File: config.mk
export PLATFORM = sky130hd
export DESIGN_NAME = frame_scheduler
export DESIGN_NICKNAME = d
export VERILOG_FILES = /design/src/rtl/frame_scheduler.sv
export SDC_FILE = /design/constraint.sdc
export NUM_CORES = 1
export LEC_CHECK = 0
export CORE_MARGIN = 1
export CORE_UTILIZATION = 55
export DETAILED_ROUTE_END_ITERATION = 10
export GPL_TIMING_DRIVEN = 0
export PLACE_DENSITY = 0.85
export SLEW_MARGIN = 20
export SYNTH_ARGS = -nofsm -noshare
export SYNTH_HDL_FRONTEND = slang
export SYNTH_SLANG_ARGS = --single-unit
File: constraint.sdc
create_clock -name clk_i -period 2.4 [get_ports clk_i]
set_input_delay 0.6 -clock clk_i [delete_from_list [all_inputs] [get_ports clk_i]]
set_output_delay 0.6 -clock clk_i [all_outputs]
set_load 0.05 [all_outputs]
File: src/rtl/frame_scheduler.sv
// Ping-pong capture sequencer for the audio front end: paces sample writes into two
// banks and hands each full bank downstream over a level req / pulse ack handshake.
module frame_scheduler #(
    parameter int CLK_DIV    = 6250,
    parameter int FRAME_LEN  = 256,
    parameter int MAX_FRAMES = 64,
    localparam int AW = $clog2(FRAME_LEN),
    localparam int FW = $clog2(MAX_FRAMES),
    localparam int DW = $clog2(CLK_DIV),
    localparam int CW = FW + 1
) (
    input  logic          clk_i,
    input  logic          rst_i,
    input  logic          start_i,
    input  logic          abort_i,
    output logic          sample_we_o,
    output logic          wr_bank_o,
    output logic [AW-1:0] wr_addr_o,
    output logic          frame_req_o,
    output logic          rd_bank_o,
    output logic [FW-1:0] frame_idx_o,
    input  logic          frame_ack_i,
    output logic          overrun_o,
    output logic          busy_o,
    output logic          done_o
);

    typedef enum logic [1:0] {
        IDLE    = 2'd0,
        CAPTURE = 2'd1,
        DRAIN   = 2'd2
    } state_t;

    localparam logic [DW-1:0] DIV_LAST  = DW'(CLK_DIV - 1);
    localparam logic [AW-1:0] ADDR_LAST = AW'(FRAME_LEN - 1);
    localparam logic [CW-1:0] CNT_LAST  = CW'(MAX_FRAMES - 1);

    state_t        state_q;
    logic [DW-1:0] div_q;
    logic [AW-1:0] wr_addr_q;
    logic          wr_bank_q;
    logic [CW-1:0] count_q;
    logic          frame_req_q;
    logic          rd_bank_q;
    logic [FW-1:0] frame_idx_q;
    logic          overrun_q;
    logic          done_q;

    logic strobe;
    assign strobe = (state_q == CAPTURE) && (div_q == DIV_LAST);

    always_ff @(posedge clk_i or posedge rst_i) begin
        if (rst_i) begin
            state_q     <= IDLE;
            div_q       <= '0;
            wr_addr_q   <= '0;
            wr_bank_q   <= 1'b0;
            count_q     <= '0;
            frame_req_q <= 1'b0;
            rd_bank_q   <= 1'b0;
            frame_idx_q <= '0;
            overrun_q   <= 1'b0;
            done_q      <= 1'b0;
        end else begin
            done_q <= 1'b0;
            if (abort_i) begin
                state_q     <= IDLE;
                frame_req_q <= 1'b0;
                div_q       <= '0;
            end else begin
                case (state_q)
                    IDLE: begin
                        if (start_i) begin
                            state_q     <= CAPTURE;
                            div_q       <= '0;
                            wr_addr_q   <= '0;
                            wr_bank_q   <= 1'b0;
                            overrun_q   <= 1'b0;
                            count_q     <= '0;
                            frame_idx_q <= '0;
                        end
                    end
                    CAPTURE: begin
                        if (frame_req_q && frame_ack_i)
                            frame_req_q <= 1'b0;
                        if (strobe) begin
                            div_q     <= '0;
                            wr_addr_q <= wr_addr_q + AW'(1);
                            if (wr_addr_q == ADDR_LAST) begin
                                // An ack in this same cycle frees the slot for the new bank.
                                if (!frame_req_q || frame_ack_i) begin
                                    frame_req_q <= 1'b1;
                                    rd_bank_q   <= wr_bank_q;
                                    wr_bank_q   <= ~wr_bank_q;
                                    frame_idx_q <= count_q[FW-1:0];
                                    count_q     <= count_q + CW'(1);
                                    if (count_q == CNT_LAST)
                                        state_q <= DRAIN;
                                end else begin
                                    overrun_q <= 1'b1;
                                end
                            end
                        end else begin
                            div_q <= div_q + DW'(1);
                        end
                    end
                    DRAIN: begin
                        if (frame_req_q && frame_ack_i) begin
                            state_q     <= IDLE;
                            frame_req_q <= 1'b0;
                            done_q      <= 1'b1;
                        end
                    end
                    default: state_q <= IDLE;
                endcase
            end
        end
    end

    assign sample_we_o = strobe;
    assign wr_bank_o   = wr_bank_q;
    assign wr_addr_o   = wr_addr_q;
    assign frame_req_o = frame_req_q;
    assign rd_bank_o   = rd_bank_q;
    assign frame_idx_o = frame_idx_q;
    assign overrun_o   = overrun_q;
    assign busy_o      = (state_q != IDLE);
    assign done_o      = done_q;

endmodule

==> results of run 1 <==
per-stage QoR:
step / cells / area, um2 / utilization [%]
finish: 312 / 2660 / 72.1
global route: 312 / 2660 / 72.1
CTS: 305 / 2590 / 70.1
detailed placement: 295 / 2450 / 66.6
global placement: 294 / 2430 / 66.0
floorplan: 222 / 2130 / -
synthesized netlist by cell type, drive strengths merged, types with 3 or more instances:
library cell  count  area [um2]
mux2              3        33.8
nor4              6        52.6
a31oi             3        18.8
and3              3        18.8
nand2b            3        18.8
ha                4        50.1
or4               4        30.0
nand2            24        92.6
nor2             18        67.6
xor2              6        52.6
inv               6        22.5
nor3             12        65.1
dfrtp            41        1030
o21ai            22         110
clkbuf            6        22.5
nand3            10        50.1
a21oi             7        35.0
or3               4        25.0
nand4             6        37.5
a22o              7        61.3
cell families (layout without fill, tap and decap cells):
family	after synthesis	in the layout	share of synthesized area, %
compound gates	51	51	15.8
xor+xnor	7	7	2.89
fa+ha+maj	4	4	2.36
buf+inv	13	55	2.36
flops	41	41	48.4
mux	3	3	1.59
simple gates	103	103	26.6
final timing paths:
kind                                end  slack [ps]      start
max in group asynchronous      div_q[8]        1460      rst_i
min                           div_q[12]         510  div_q[12]
max reg2reg                wr_addr_o[7]          50   div_q[9]
min reg2reg                   div_q[12]         510  div_q[12]
min in group asynchronous      div_q[9]         520      rst_i
max                         sample_we_o        -0.4   div_q[9]
cell type report:
| cell class | instances | area, um2 |
|---|---|---|
| buffer | 6 | 22.5 |
| clock buffer | 5 | 68.8 |
| clock inverter | 3 | 46.3 |
| fill | 278 | 1030 |
| inverter | 6 | 22.5 |
| multi-input combinational | 168 | 1070 |
| sequential | 41 | 1030 |
| tap | 48 | 60.1 |
| timing repair buffer | 35 | 339 |
routing by layer:
| layer | track usage (%) | up-vias | wire length, um |
|---|---|---|---|
| met2 | 45.7 | 54 | 2550 |
| li1 | - | 902 | - |
| met4 | 9.38 | 0 | 57 |
| met5 | 0 | - | 0 |
| met3 | 4.82 | 8 | 216 |
| met1 | 29.6 | 952 | 2020 |
power by group:
group          total [uW]  switching, uW  leakage (uW)  internal, uW
Combinational         127           84.6      0.000476          42.2
Clock                 563            252     0.0000543           311
Sequential            701           4.83      0.000568           696
Total                1390            341       0.00110          1050
state kept, by name (all words and copies together), names as in the netlist:
name and cells:
rd_bank_o 1, count_q 7, frame_idx_o 6, frame_req_o 1
done_o 1, wr_addr_o 8, state_q 2, div_q 13
overrun_o 1, wr_bank_o 1
critical path: stages, from the launching register on:
cell	delay, ps
sky130_fd_sc_hd__dfrtp_1	430
sky130_fd_sc_hd__or4b_4	620
sky130_fd_sc_hd__nor4_4	240
sky130_fd_sc_hd__buf_6	210
cell usage in the layout (no fill, tap or decap), types with 4 or more instances in the layout:
master	synthesis	layout
sky130_fd_sc_hd__inv_1	6	5
sky130_fd_sc_hd__xor2_1	6	6
sky130_fd_sc_hd__nor3_1	11	11
sky130_fd_sc_hd__dfrtp_1	41	40
sky130_fd_sc_hd__nor2_1	18	18
sky130_fd_sc_hd__nand3_1	10	10
sky130_fd_sc_hd__a22o_1	7	7
sky130_fd_sc_hd__clkdlybuf4s50_1	0	22
sky130_fd_sc_hd__buf_4	0	10
sky130_fd_sc_hd__clkbuf_1	6	6
sky130_fd_sc_hd__clkbuf_8	0	5
sky130_fd_sc_hd__a21oi_1	7	7
sky130_fd_sc_hd__nand2_1	23	23
sky130_fd_sc_hd__nand4_1	6	6
sky130_fd_sc_hd__or4_1	4	4
sky130_fd_sc_hd__or3_1	4	4
sky130_fd_sc_hd__o21ai_0	22	22
repair_timing:
action                     4_1_cts  5_1_grt
setup endpoints to repair        5       12
setup buffers                    2        8
resized for setup                7        5
pin swaps                        0        2
==> Flow_metrics.wiki, run 1 <==
{| class="wikitable"
! Metric !! Value
|-
| Result of the run || complete, but fails checks
|-
| Failing checks || setup timing
|-
| Maximum fanout count along the critical path || 5
|-
| Overall die area || roughly 4100 um2
|-
| Max-slew violation total from the final report || 0
|-
| CTS buffer count || 5
|-
| Leakage || between 0.001 and 0.0015 uW
|-
| H-tree level count || 2
|-
| Root cell of the clock tree || sky130_fd_sc_hd__clkbuf_8
|-
| Clock transition at path regs || roughly 80 ps
|-
| Number of I/O port buffers || 24
|-
| Largest net degree at the start of global routing || 34
|-
| DP Wirelength || 3390 um
|-
| Hold/Removal Path Class || flop to flop
|-
| Setup repair after global routing missed its margin || yes
|-
| Number of flops mapped to enable cells by yosys || 0
|-
| Number of placement rows || 22
|-
| Slew at the pin with the worst max-slew slack || just under 600 ps
|-
| Sum of internal, switching and leakage power || approximately 1400 uW
|-
| Share of flip-flops with an asynchronous set or reset after synthesis || 100%
|-
| Clock network latency to the later pin of the worst-skew pair || around 300 ps
|-
| Setup Skew || 5.21 ps
|-
| Number of max-capacitance violations reported || 0
|-
| Clock sink count || just over 40
|-
| Average wire per standard cell || between 15 and 20 um
|-
| Main flop type after synthesis || sky130_fd_sc_hd__dfrtp_1
|-
| First-pass GRT wire length || between 8000 and 9000 um
|-
| CP startpoint kind || flop
|-
| Height of the die || 64.1 um
|-
| TritonCTS clock tree || built
|-
| Setup Crit Path Kind || flop to primary output
|-
| Maximum buffer depth of the clock tree || 2
|-
| Post-synthesis sequential element count || just over 40
|-
| Synthesized netlist cell count || around 220
|-
| Core area || between 3000 and 4000 um2
|-
| Total via count in the routed design || ~1900
|-
| Share of layout cells above drive strength 1 || about an eighth
|-
| Largest voltage drop on the vdd net || 0.000513 V
|-
| Depth of the worst register-to-register path || 5
|-
| Worst hold slack after final layout || just over 500 ps
|-
| Per-cell via count in the routed design || ~6.1
|-
| Final weighted congestion in routability-driven placement || 0.866
|-
| Remaining global-route overflow || 0
|-
| ANT cells || 0
|-
| Net count after synthesis || 231
|-
| Per-instance average area after synthesis || between 9 and 10 um2
|-
| Mapped Area || approximately 2100 um2
|-
| Layout Area Growth over Synthesis || 25.5%
|-
| Final period util || 100%
|-
| Proportion of synthesized chip area in sequential cells || just under 50%
|-
| Hold buffer count at cts || 0
|-
| Crit path capture type || primary output
|-
| Cells on Worst Hold Path || 1
|-
| Final worst path period need || about 2400 ps
|-
| Crit path required time || between 1500 and 2000 ps
|-
| Pwr per Cell Area || between 500 and 600 nW/um2
|-
| DRT antenna net count || 0
|-
| Total routed wirelength || slightly below 5000 um
|-
| I/O pin cnt || 26
|-
| Highest achievable clock rate || 0.417 GHz
|-
| Initial Util || roughly 57%
|-
| Arr. time, crit path || around 1800 ps
|-
| Post-placement worst setup slack || -398 ps
|-
| Via count of the first global-routing pass || 1800
|-
| Final-report hold violation count || 0
|-
| Worst max-slew margin expressed relative to the limit || between 60% and 70%
|-
| Warnings, synthesis || 0
|-
| Final setup slack of the worst path || -0.368 ps
|-
| Total Negative Setup Slacks || -0.368 ps
|-
| Horizontal die dimension || ~64 um
|-
| Final-stage net count || between 200 and 300
|-
| # setup viols final || 1
|-
| DRC violation count after routing || 0
|-
| Number of distinct library cells after synthesis || 45
|-
| DRT iter0 DRCs || 130
|-
| Antenna violations before repair || 0
|-
| Length of the first detailed-routing pass in iterations || 4
|-
| Global-route total usage across every layer || about a quarter
|}
(Power assumes the default switching activity.)
==> inputs of run 2 (changes only) <==
--- a/config.mk
+++ b/config.mk
@@ -10,2 +10,3 @@
 export DETAILED_ROUTE_END_ITERATION = 10
+export GPL_ROUTABILITY_DRIVEN = 0
 export GPL_TIMING_DRIVEN = 0
==> constraint.sdc (replaced) <==
create_clock -name clk_i -period 2.39 [get_ports clk_i]
set_input_delay 0.717 -clock clk_i [delete_from_list [all_inputs] [get_ports clk_i]]
set_output_delay 0.717 -clock clk_i [all_outputs]
set_load 0.05 [all_outputs]
==> run 2 against run 1 <==
The run still ends with setup timing left. Critical path depth unchanged. Die area unchanged. Clock skew up 0.69 ps. Count of clock-buffer cells in the layout unchanged. Power down 8.3%. Via count down 2.6%. First-iteration DRC count up 61%. Hold slack worse by 1.8 ps. Utilization down 0.68 points. Register-to-register slack worse by 150 ps. Combinational power about the same. Flip-flop and latch count unchanged. Critical path type unchanged.
==> Flow_metrics.wiki, run 2 (same netlist as run 1, synthesis figures left out) <==
{| class="wikitable"
! Metric !! Value
|-
| Remaining global-route overflow || 0 (unchanged)
|-
| First-pass GRT wire length || 8160 um (+1.2%)
|-
| Final-report hold violation count || 0 (unchanged)
|-
| Clock sink count || 41 (unchanged)
|-
| Met3 track utilization from global routing || 5.71% (+0.89 points)
|-
| Share of layout cells above drive strength 1 || 14.9% (+1.6 points)
|-
| Horizontal die dimension || 64.1 um (unchanged)
|-
| ANT cells || 0 (unchanged)
|-
| Sum of internal, switching and leakage power || 1280 uW (-8.3%)
|-
| Setup Crit Path Kind || flop to primary output
|-
| Total Negative Setup Slacks || -305 ps (-305 ps)
|-
| Final-stage net count || 270 (-0.74%)
|-
| Flip-flop count of the largest register after layout || 13 (unchanged)
|-
| CP startpoint kind || flop
|-
| Final worst path period need || ~2500 ps
|-
| Total via count in the routed design || 1867 (-2.6%)
|-
| Number of I/O port buffers || 24 (unchanged)
|-
| Hold/Removal Path Class || flop to flop
|-
| Failing checks || setup timing
|-
| Highest achievable clock rate || between 0.3 and 0.4 GHz
|-
| Total routed wirelength || 4840 um (about the same)
|-
| Antenna violations before repair || 0 (unchanged)
|-
| Per-cell via count in the routed design || 6.02 (-1.9%)
|-
| Maximum fanout count along the critical path || 6 (+1)
|-
| Max-slew violation total from the final report || 0 (unchanged)
|-
| Crit path capture type || primary output
|-
| Initial Util || 57.5% (unchanged)
|-
| Largest voltage drop on the vdd net || 0.000324 V (-37%)
|-
| Met1 global-route usage || 31.9% (+2.2 points)
|-
| Clock network latency to the later pin of the worst-skew pair || 300 ps (about the same)
|-
| Commonest non-fill, non-tap cells in the layout || sky130_fd_sc_hd__dfrtp_1 (41), sky130_fd_sc_hd__nand2_1 (23), sky130_fd_sc_hd__clkdlybuf4s50_1 (22), sky130_fd_sc_hd__o21ai_0 (21), sky130_fd_sc_hd__nor2_1 (18)
|-
| Crit path required time || 1670 ps (-130 ps)
|-
| Placed cell count || 295 (unchanged)
|-
| Maximum buffer depth of the clock tree || 2 (unchanged)
|-
| Length of the first detailed-routing pass in iterations || 4 (unchanged)
|-
| Clock transition at path regs || 80 ps (about the same)
|-
| M2 GR Usage || 44.0% (-1.7 points)
|-
| Leakage || 0.00108 uW (-1.5%)
|-
| Average wire per standard cell || 15.6 um (+0.60%)
|-
| Placed Area || 2450 um2 (unchanged)
|-
| Root cell of the clock tree || sky130_fd_sc_hd__clkbuf_8
|-
| Setup slack, reg-to-reg || -100 ps (-150 ps)
|-
| Result of the run || complete, but fails checks
|-
| Number of max-capacitance violations reported || 0 (unchanged)
|-
| Post-route cell area || 2640 um2 (-0.94%)
|-
| Overall die area || 4110 um2 (unchanged)
|-
| Largest net degree at the start of global routing || 33 (-2.9%)
|-
| Setup Skew || 5.89 ps (+0.687 ps)
|-
| DRT iter0 DRCs || 209 (+61%)
|-
| Post-placement worst setup slack || -457 ps (-59.4 ps)
|-
| Arr. time, crit path || 1800 ps (about the same)
|-
| Setup repair after global routing missed its margin || yes
|-
| Pwr per Cell Area || 484 nW/um2 (-7.4%)
|-
| Register with the highest flop count || div_q
|-
| Largest stage delay on the critical path || 610 ps (about the same)
|-
| Highest-delay cell along the critical path || sky130_fd_sc_hd__or4b_4
|-
| Final setup slack of the worst path || -123 ps (-122 ps)
|-
| Highest-utilization routing layer at the global route stage || met2
|-
| DRT antenna net count || 0 (unchanged)
|-
| Final period util || 105%
|-
| Most common cell after layout, fill and taps aside || sky130_fd_sc_hd__dfrtp_1
|-
| Core area || 3690 um2 (unchanged)
|-
| Layout Area Growth over Synthesis || 24.3%
|-
| TritonCTS clock tree || built
|-
| Chain of cells forming the critical path || or4b_4 > nor4_4 > buf_6
|-
| Number of placement rows || 22 (unchanged)
|-
| Global-route total usage across every layer || 26.1% (+0.73 points)
|-
| Final non-filler cell total || 310 (-0.64%)
|-
| Slew at the pin with the worst max-slew slack || 711 ps (+115 ps)
|-
| DRC violation count after routing || 0 (unchanged)
|-
| Height of the die || 64.1 um (unchanged)
|-
| # setup viols final || 3 (+2)
|-
| CTS buffer count || 5 (unchanged)
|-
| I/O pin cnt || 26 (unchanged)
|-
| Via count of the first global-routing pass || 1808 (+0.44%)
|-
| H-tree level count || 2 (unchanged)
|-
| DP Wirelength || 3310 um (-2.3%)
|-
| Worst max-slew margin expressed relative to the limit || 52.1% (-8.0 points)
|}
run 2: cell count changes in the layout (fill, tap and decap cells not counted), moves of 3 or more:
cell | previous run | this run
sky130_fd_sc_hd__buf_4 | 10 | 7
sky130_fd_sc_hd__or4_1 | 4 | 1
sky130_fd_sc_hd__clkbuf_1 | 6 | 3
sky130_fd_sc_hd__a21oi_2 | 0 | 3
sky130_fd_sc_hd__or4_4 | 0 | 3
sky130_fd_sc_hd__a21oi_1 | 7 | 4
run 2: through the flow:
stage	utilization, %	hold slack [ps]
finish	71.4	506
global route	71.4	516
CTS	69.3	504
detailed placement	66.6	493
global placement	66.0	459
floorplan	-	439
run 2: worst paths after layout:
path | cells past startpoint | to | start
worst max-delay path | 3 | sample_we_o | div_q[8]
worst min-delay path | 1 | frame_idx_o[2] | frame_idx_o[2]
worst max register to register | 4 | rd_bank_o | div_q[8]
worst min register to register | 1 | frame_idx_o[2] | frame_idx_o[2]
max in group asynchronous | 3 | state_q[0] | rst_i
min in group asynchronous | 2 | div_q[9] | rst_i
run 2: metal layers:
layer	vias up	wire, um
met4	0	124
met3	12	191
li1	898	-
met1	907	2010
met2	50	2510
met5	-	0
run 2: report_power, final:
group          leakage, uW  total [uW]  switching, uW  internal [uW]
clock network    0.0000439         444            242            201
logic             0.000468         128           84.9           42.7
registers         0.000569         704           5.11            699
total              0.00108        1280            332            943
run 2: layout make-up:
type	count	area, um2
Buffer	6	28.8
Clock buffer	5	68.8
Clock inverter	3	17.5
Fill cell	294	1050
Inverter	6	22.5
Multi-Input combinational cell	168	1090
Sequential cell	41	1030
Tap cell	48	60.1
Timing Repair Buffer	33	324
run 2: critical path: cells and delay by family (launching register included):
family	cells	cell delay [ps]
and+or+nand+nor	2	850
DFF	1	440
buffers and inverters	1	210
run 2: timing repair:
item                                    4_1_cts  5_1_grt
hold buffers                                  0        0
gates cloned                                  0        0
endpoints found under the setup margin       13       20
setup buffers                                 1        7
gates resized for setup                       9       14
pin swaps                                     2        5
==> inputs of run 3 (changes only) <==
CORE_UTILIZATION = 56   (was 55)
CTS_BUF_LIST = sky130_fd_sc_hd__clkbuf_4   (was not set)
PLACE_DENSITY = 0.86   (was 0.85)
SLEW_MARGIN = not set   (was 20)
==> run 3 against run 2 <==
Maximum frequency is 3.3% lower. The run still ends with setup timing left. Cell area is 1.9% higher. Non-clock buffer count rose by 6. Largest power group unchanged. Die area decreased by 1.7%. Highest routed layer unchanged. Critical endpoint unchanged.
==> Flow_metrics.wiki, run 3 (same netlist as run 1, synthesis figures left out) <==
{| class="wikitable"
! Metric !! Value
|-
| Average wire per standard cell || 16.7 um (+6.8%)
|-
| Register with the highest flop count || div_q
|-
| Post-placement worst setup slack || -453 ps (+3.98 ps)
|-
| Global-route total usage across every layer || 27.1% (+0.97 points)
|-
| CP startpoint kind || flop
|-
| Filler Cells Inserted || 246 (-16%)
|-
| Hold buffer count at cts || 0 (unchanged)
|-
| Crit path capture type || primary output
|-
| Commonest non-fill, non-tap cells in the layout || sky130_fd_sc_hd__dfrtp_1 (40), sky130_fd_sc_hd__nand2_1 (23), sky130_fd_sc_hd__o21ai_0 (22), sky130_fd_sc_hd__nor2_1 (17), sky130_fd_sc_hd__clkdlybuf4s50_1 (15)
|-
| First-pass GRT wire length || 8360 um (+2.5%)
|-
| Total via count in the routed design || 1908 (+2.2%)
|-
| Maximum buffer depth of the clock tree || 2 (unchanged)
|-
| Share of layout cells above drive strength 1 || 18.3% (+3.4 points)
|-
| Final period util || 109% (+3.6 points)
|-
| Crit path required time || 1670 ps (about the same)
|-
| Root cell of the clock tree || sky130_fd_sc_hd__clkbuf_4
|-
| Arr. time, crit path || 1880 ps (+80 ps)
|-
| Clock network latency to the later pin of the worst-skew pair || 380 ps (+80 ps)
|-
| Overall die area || 4030 um2 (-1.7%)
|-
| Final worst path period need || 2600 ps (+85.5 ps)
|-
| Number of max-capacitance violations reported || 0 (unchanged)
|-
| Number of I/O port buffers || 24 (unchanged)
|-
| Area of the multi-input gates || 1100 um2 (+1.6%)
|-
| # setup viols final || 1 (-2)
|-
| Sum of internal, switching and leakage power || 1300 uW (+1.8%)
|-
| ANT cells || 0 (unchanged)
|-
| I/O pin cnt || 26 (unchanged)
|-
| Maximum fanout count along the critical path || 6 (unchanged)
|-
| Layout Area Growth over Synthesis || 26.7%
|-
| Final-stage net count || 276 (+2.2%)
|-
| Slew at the pin with the worst max-slew slack || 859 ps (+148 ps)
|-
| DRT iter0 DRCs || 232 (+11%)
|-
| H-tree level count || 2 (unchanged)
|-
| Final-report hold violation count || 0 (unchanged)
|-
| Remaining global-route overflow || 0 (unchanged)
|-
| Per-cell via count in the routed design || 6.08 (+0.89%)
|-
| Clock transition at path regs || 120 ps (+40 ps)
|-
| Highest achievable clock rate || 0.385 GHz (-3.3%)
|-
| Most common cell after layout, fill and taps aside || sky130_fd_sc_hd__dfrtp_1
|-
| Total routed wirelength || 5230 um (+8.1%)
|-
| DP Wirelength || 3360 um (+1.5%)
|-
| Length of the first detailed-routing pass in iterations || 4 (unchanged)
|-
| Setup Skew || 13.8 ps (+7.92 ps)
|-
| Antenna violations before repair || 0 (unchanged)
|-
| Flip-flop count of the largest register after layout || 13 (unchanged)
|-
| Sequential Area || 1030 um2 (+0.12%)
|-
| Leakage || 0.00123 uW (+14%)
|-
| Core area || 3470 um2 (-6.0%)
|-
| Clock sink count || 41 (unchanged)
|-
| DRT antenna net count || 0 (unchanged)
|-
| Pwr per Cell Area || 483 nW/um2 (-0.14%)
|-
| Result of the run || complete, but fails checks
|-
| Horizontal die dimension || 63.5 um (-0.87%)
|-
| Setup repair after global routing missed its margin || yes
|-
| DRC violation count after routing || 0 (unchanged)
|-
| Total Negative Setup Slacks || -208 ps (+96.7 ps)
|-
| Height of the die || 63.5 um (-0.87%)
|-
| Setup Crit Path Kind || flop to primary output
|-
| CTS buffer count || 5 (unchanged)
|-
| Largest voltage drop on the vdd net || 0.000336 V (+3.9%)
|-
| Largest net degree at the start of global routing || 42 (+27%)
|-
| Initial Util || 61.1% (+3.6 points)
|-
| Via count of the first global-routing pass || 1835 (+1.5%)
|-
| Number of placement rows || 21 (-4.5%)
|-
| Hold/Removal Path Class || flop to flop
|-
| TritonCTS clock tree || built
|-
| Final setup slack of the worst path || -208 ps (-85.5 ps)
|-
| Max-slew violation total from the final report || 0 (unchanged)
|-
| Worst max-slew margin expressed relative to the limit || 42.6% (-9.5 points)
|-
| Failing checks || setup timing
|}
run 3: changes by cell type in the layout (fill, tap and decap cells not counted), moves of 2 or more:
cell                              previous run  this run
sky130_fd_sc_hd__dlymetal6s2s_1              0         7
sky130_fd_sc_hd__clkdlybuf4s50_1            22        15
sky130_fd_sc_hd__clkbuf_8                    5         0
sky130_fd_sc_hd__clkinv_2                    2         0
sky130_fd_sc_hd__clkbuf_4                    1         6
sky130_fd_sc_hd__buf_4                       7        14
run 3: worst max-delay path, stage by stage, from the launching register on:
cell	delay (ps)
sky130_fd_sc_hd__dfrtp_2	470
sky130_fd_sc_hd__or4b_4	590
sky130_fd_sc_hd__nor4_4	230
sky130_fd_sc_hd__buf_6	210
run 3: worst paths after layout:
| check | to | slack (ps) | from | cells after the start |
|---|---|---|---|---|
| setup / recovery | sample_we_o | -210 | div_q[9] | 3 |
| hold / removal | div_q[12] | 490 | div_q[12] | 1 |
| setup reg to reg | count_q[0] | 60 | div_q[1] | 10 |
| hold reg to reg | div_q[12] | 490 | div_q[12] | 1 |
| max in group asynchronous | div_q[9] | 990 | rst_i | 2 |
| min in group asynchronous | wr_bank_o | 810 | rst_i | 2 |
run 3: through the flow:
stage | utilization (%) | instances | area (um2) | hold WS [ps]
6_report | 77.5 | 314 | 2690 | 491
3_5_place_dp | 70.1 | 292 | 2430 | 472
4_1_cts | 73.9 | 306 | 2560 | 488
5_1_grt | 77.5 | 314 | 2690 | 515
3_3_place_gp | 70.1 | 292 | 2430 | 459
2_1_floorplan | - | 222 | 2130 | 439
run 3: metal layers:
layer | track usage (%) | part of all wire (%)
met1 | 31.8 | 40
met2 | 47.7 | 53
met3 | 5.62 | 6.0
met4 | 10.8 | 1.4
met5 | 0 | 0
run 3: cell type report:
class	instances	share of cell area (%)
repair buffers	38	13.5
inverters	6	0.838
multi-input cells	168	41.1
plain buffers	7	1.21
clock buffers	5	1.40
well taps	46	2.14
flip-flops and latches	41	38.2
clock inverters	3	1.54
run 3: timing repair:
| item | in CTS | in global routing |
|---|---|---|
| pin swaps | 1 | 7 |
| gates resized for setup | 10 | 24 |
| setup buffers | 6 | 8 |
| endpoints found under the setup margin | 6 | 26 |
| gates cloned | 0 | 0 |
run 3: power by group:
part / internal [uW] / switching [uW]
Combinational: 44.5 / 88.5
Sequential: 699 / 5.18
Clock: 216 / 244
